**src/rtl/serial_subtractor_ctrl.sv**
```systemverilog
// Bit-serial a-b: one subtractor cell walked LSB-first over WIDTH cycles; optional ovf via SERIAL_SUB_OVF_EN.
// Latency: WIDTH+1 cycles from the accepting edge to the done pulse; one op per WIDTH+2 cycles.
// Backpressure: none; start is only honoured in IDLE and is dropped (not queued) while busy.
module serial_subtractor_ctrl #(
    parameter int WIDTH = 8
) (
    input  logic             clk,
    input  logic             rst,
    input  logic             start,
    input  logic [WIDTH-1:0] a,
    input  logic [WIDTH-1:0] b,
    output logic [WIDTH-1:0] diff,
    output logic             borr,
    output logic             busy,
    output logic             done
`ifdef SERIAL_SUB_OVF_EN
    ,
    output logic             ovf
`endif
);

    // Counter must be able to hold WIDTH so it never wraps mid-operation.
    localparam int CW = $clog2(WIDTH + 1);
    localparam logic [CW-1:0] LAST_BIT = CW'(WIDTH - 1);

    typedef enum logic [1:0] {
        S_IDLE = 2'd0,
        S_RUN  = 2'd1,
        S_DONE = 2'd2
    } state_t;

    state_t           state_q, state_d;
    logic [WIDTH-1:0] a_q, a_d;
    logic [WIDTH-1:0] b_q, b_d;
    logic [WIDTH-1:0] res_q, res_d;
    logic [WIDTH-1:0] diff_q, diff_d;
    logic [CW-1:0]    cnt_q, cnt_d;
    logic             br_q, br_d;
    logic             borr_q, borr_d;

    // Single subtractor cell and the result register shifted by one bit.
    logic             bit_d;
    logic             bit_bo;
    logic [WIDTH-1:0] res_shift;

`ifdef SERIAL_SUB_OVF_EN
    logic a_msb_q, a_msb_d;
    logic b_msb_q, b_msb_d;
    logic ovf_q, ovf_d;
`endif

    // Next-state, datapath sequencing and the one-bit subtractor cell.
    always_comb begin
        state_d = state_q;
        a_d     = a_q;
        b_d     = b_q;
        res_d   = res_q;
        diff_d  = diff_q;
        cnt_d   = cnt_q;
        br_d    = br_q;
        borr_d  = borr_q;
`ifdef SERIAL_SUB_OVF_EN
        a_msb_d = a_msb_q;
        b_msb_d = b_msb_q;
        ovf_d   = ovf_q;
`endif

        bit_d     = a_q[0] ^ b_q[0] ^ br_q;
        bit_bo    = (~a_q[0] & b_q[0]) | (~(a_q[0] ^ b_q[0]) & br_q);
        // Result fills from the MSB side so the LSB ends up at bit 0.
        res_shift = res_q >> 1;
        res_shift[WIDTH-1] = bit_d;

        unique case (state_q)
            S_IDLE: begin
                if (start) begin
                    a_d     = a;
                    b_d     = b;
                    res_d   = '0;
                    br_d    = 1'b0;
                    cnt_d   = '0;
                    state_d = S_RUN;
`ifdef SERIAL_SUB_OVF_EN
                    a_msb_d = a[WIDTH-1];
                    b_msb_d = b[WIDTH-1];
`endif
                end
            end
            S_RUN: begin
                res_d = res_shift;
                a_d   = a_q >> 1;
                b_d   = b_q >> 1;
                br_d  = bit_bo;
                cnt_d = cnt_q + CW'(1);
                if (cnt_q == LAST_BIT) begin
                    // Publish results only here so they hold across the next operation.
                    diff_d  = res_shift;
                    borr_d  = bit_bo;
                    state_d = S_DONE;
`ifdef SERIAL_SUB_OVF_EN
                    // The final cell output is the MSB of the difference.
                    ovf_d = (a_msb_q != b_msb_q) & (bit_d != a_msb_q);
`endif
                end
            end
            S_DONE: begin
                state_d = S_IDLE;
            end
            default: begin
                state_d = S_IDLE;
            end
        endcase
    end

    // State and datapath registers; reset clears everything including published results.
    always_ff @(posedge clk or posedge rst) begin
        if (rst) begin
            state_q <= S_IDLE;
            a_q     <= '0;
            b_q     <= '0;
            res_q   <= '0;
            diff_q  <= '0;
            cnt_q   <= '0;
            br_q    <= 1'b0;
            borr_q  <= 1'b0;
`ifdef SERIAL_SUB_OVF_EN
            a_msb_q <= 1'b0;
            b_msb_q <= 1'b0;
            ovf_q   <= 1'b0;
`endif
        end else begin
            state_q <= state_d;
            a_q     <= a_d;
            b_q     <= b_d;
            res_q   <= res_d;
            diff_q  <= diff_d;
            cnt_q   <= cnt_d;
            br_q    <= br_d;
            borr_q  <= borr_d;
`ifdef SERIAL_SUB_OVF_EN
            a_msb_q <= a_msb_d;
            b_msb_q <= b_msb_d;
            ovf_q   <= ovf_d;
`endif
        end
    end

    assign diff = diff_q;
    assign borr = borr_q;
    assign busy = (state_q != S_IDLE);
    assign done = (state_q == S_DONE);
`ifdef SERIAL_SUB_OVF_EN
    assign ovf  = ovf_q;
`endif

endmodule

```
**config.mk**
```make
export PLATFORM = sky130hd
export DESIGN_NAME = serial_subtractor_ctrl
export DESIGN_NICKNAME = d
export VERILOG_FILES = /design/src/rtl/serial_subtractor_ctrl.sv
export SDC_FILE = /design/constraint.sdc
export NUM_CORES = 1
export LEC_CHECK = 0
export CAP_MARGIN = 30
export CORE_MARGIN = 2
export CORE_UTILIZATION = 50
export CTS_CLUSTER_DIAMETER = 80
export DETAILED_ROUTE_END_ITERATION = 8
export PLACE_DENSITY = 0.82
export SLEW_MARGIN = 15
export SYNTH_ARGS = -nofsm -noshare
export SYNTH_HDL_FRONTEND = slang
export SYNTH_SLANG_ARGS = --single-unit
```
**constraint.sdc**
```tcl
create_clock -name clk -period 2.33 [get_ports clk]
set_clock_uncertainty 0.15 [all_clocks]
set_input_delay 0.5825 -clock clk [delete_from_list [all_inputs] [get_ports clk]]
set_output_delay 0.5825 -clock clk [all_outputs]
set_load 0.05 [all_outputs]
```
==> run summary <==
Worst-path clk slew -> 110 ps
Critical path's top delay family -> buffers and inverters
Hold violation total from the final report -> 0
Cts repair resizes -> 0
Chip Height -> 62.4 um
Critical Path Slowest Stage Cell -> clkdlybuf4s50_1
Commonest non-fill, non-tap cell in the layout -> dfrtp_1
Hold_ws -> 344 ps
Detail-routed via count per cell -> 5.39
Largest net degree at the start of global routing -> 40
Worst path cell trace -> clkdlybuf4s50_1
ANT nets after route -> 0
Cell Pwr Density -> 1300 nW/um^2
Top FF cell, synth -> dfrtp_1
Number of synthesized flops with an enable pin -> 0
Max Cap Viol -> 0
WP data arrival -> 1530 ps
Die Wd -> 62.4 um
Smallest setup slack after layout -> 70.3 ps
Congestion Overflow GR -> 0
Average size of a mapped cell -> 11.2 um^2
CP startpoint kind -> flop
Gr busiest metal -> met2
TritonCTS Sinks -> 39
Sequential share of the synthesized area -> 57.2%
RSZ-0062 raised after global routing -> false
CTS tree -> done
H-tree levels -> 2
Worst Path Max Fanout -> 2
Count of cell types in the netlist -> 22
Mean routed wirelength per cell -> 13.4 um
PortBufs -> 29
Antenna cells -> 0
Crit path capture type -> output port
Ports -> 30
Setup TNS -> 0 ps
CP Class -> flop to output port
Vias in the first global route -> 1156
FILL cells -> 286
Aggregate global-route resource usage -> 17.3%
Die area -> 3890 um^2
Routed vias -> 1244
Net Count, Synth -> 173
Synth area leader -> dfrtp_1
Relative slew margins -> 63.6%
P_leak -> 1.00 nW
Fmax achieved -> 0.443 GHz
Initial antenna violation count -> 0
Min Tclk post-route -> 2260 ps
Most frequent cells in the layout -> dfrtp_1, clkdlybuf4s50_1, nand2_1
CP Data Required Time -> 1600 ps
First-pass GRT wire length -> 5.18 mm
GPL Wtd Cong -> 0.766
Maximum VDD drop -> 0.000697 V
Tightest Pin Transition -> 546 ps
# setup viols final -> 0
GR Util met2 -> 28.0%
Layout cell share with drive strength beyond 1 -> 13.5%
Area share of the largest cell type after synthesis -> 57.2%
WL final -> 3.09 mm
Pre-CTS setup slack -> 314 ps
HP Class -> flop to flop
CTS max path bufs -> 2
Core Area -> 3310 um^2
Top cells by area, synth -> dfrtp_1, and3b_1, mux2_2
Yosys warns -> 0
Critical Path Max Stage Delay -> 810 ps
Rows -> 21
Nets -> 205
Buf/Inv on CP -> 1
Syn Inst Count -> 152
GRT met1 Usage -> 21.4%
DR pass1 iterations -> 4
Starting density of the core -> 51.5%
Max Slew Vio Count -> 0
Ys async rst share -> 100%
Postcts setup bufs -> 0
Synth-to-Final Area Change -> 24.8%
Post-route clock period utilization -> 97.0%
Drt drc -> 0
Clock tree root driver cell -> clkbuf_4
CTS Buf Count -> 5
DPL Wire Length -> 2.14 mm
Outcome -> finished, final reports clean
Met3 GRT Util -> 5.95%
1st-iter DRT viols -> 47
Seq cells post-synth -> 39
Post-Syn Area -> 1710 um^2
Hold_buf cts -> 0
Worst skew pair latency -> 330 ps
## cells by family after synthesis
family	count (synthesis)	share of synthesized area (%)
AOI/OAI and AO/OA	43	15.3
and+or+nand+nor	43	15.4
DFF	39	57.2
buffers and inverters	15	3.67
muxes	10	6.46
adders and majority gates	2	1.91
## power by group
part | internal (mW) | switching, mW
sequential | 0.959 | 0.218
clock | 0.118 | 0.203
combinational | 0.565 | 0.714
total | 1.64 | 1.13
## synth_stat cells (2+ instances only)
cell and instances:
a21oi_1 15, nand2_1 18, buf_2 5, nor2b_1 2, a32o_1 2, nor2_1 2
dfrtp_1 39, and3b_1 14, inv_1 5, mux2_2 8, clkbuf_1 5, nand3_1 3
mux2i_1 2, o21ai_0 16, a22o_1 9
## state kept, by name, summed over array words and instances, names as in the netlist
| register | flops |
|---|---|
| a_q | 8 |
| b_q | 8 |
| diff | 8 |
| res_q | 7 |
| cnt_q | 4 |
| state_q | 2 |
| borr | 1 |
| br_q | 1 |
## layout make-up
cell class	count	area, um^2	area share (%)
Sequential cell	39	976	45.9
Inverter	5	18.8	0.882
Tap cell	46	57.6	2.70
Clock inverter	1	5.00	0.235
Timing Repair Buffer	35	355	16.7
Multi-Input combinational cell	98	671	31.5
Clock buffer	7	45.0	2.12
## per-stage QoR
step           cell area, um^2  power [mW]  cells  util [%]
6_report                  2130        2.78    231      64.3
5_1_grt                   2130        2.98    231      64.3
4_1_cts                   2130        2.80    231      64.3
3_5_place_dp              2080        2.48    223      62.8
3_3_place_gp              2080        2.40    223      62.8
2_1_floorplan             1710        2.06    152         -
## layer usage
layer / up-vias / wire length [um]
li1: 600 / -
met1: 597 / 1310
met2: 40 / 1510
met3: 7 / 197
met4: 0 / 61
met5: - / 0
## final timing paths
| path | from | end | slack, ps | cells after the start |
|---|---|---|---|---|
| setup reg to reg | state_q[1] | diff[7] | 450 | 3 |
| setup / recovery | diff[7] | diff[7] | 70 | 1 |
| min in group asynchronous | rst | diff[5] | 500 | 3 |
| hold / removal | br_q | br_q | 340 | 2 |
| max in group asynchronous | rst | state_q[0] | 1190 | 3 |
| hold reg to reg | br_q | br_q | 340 | 2 |
(Power assumes the default switching activity.)
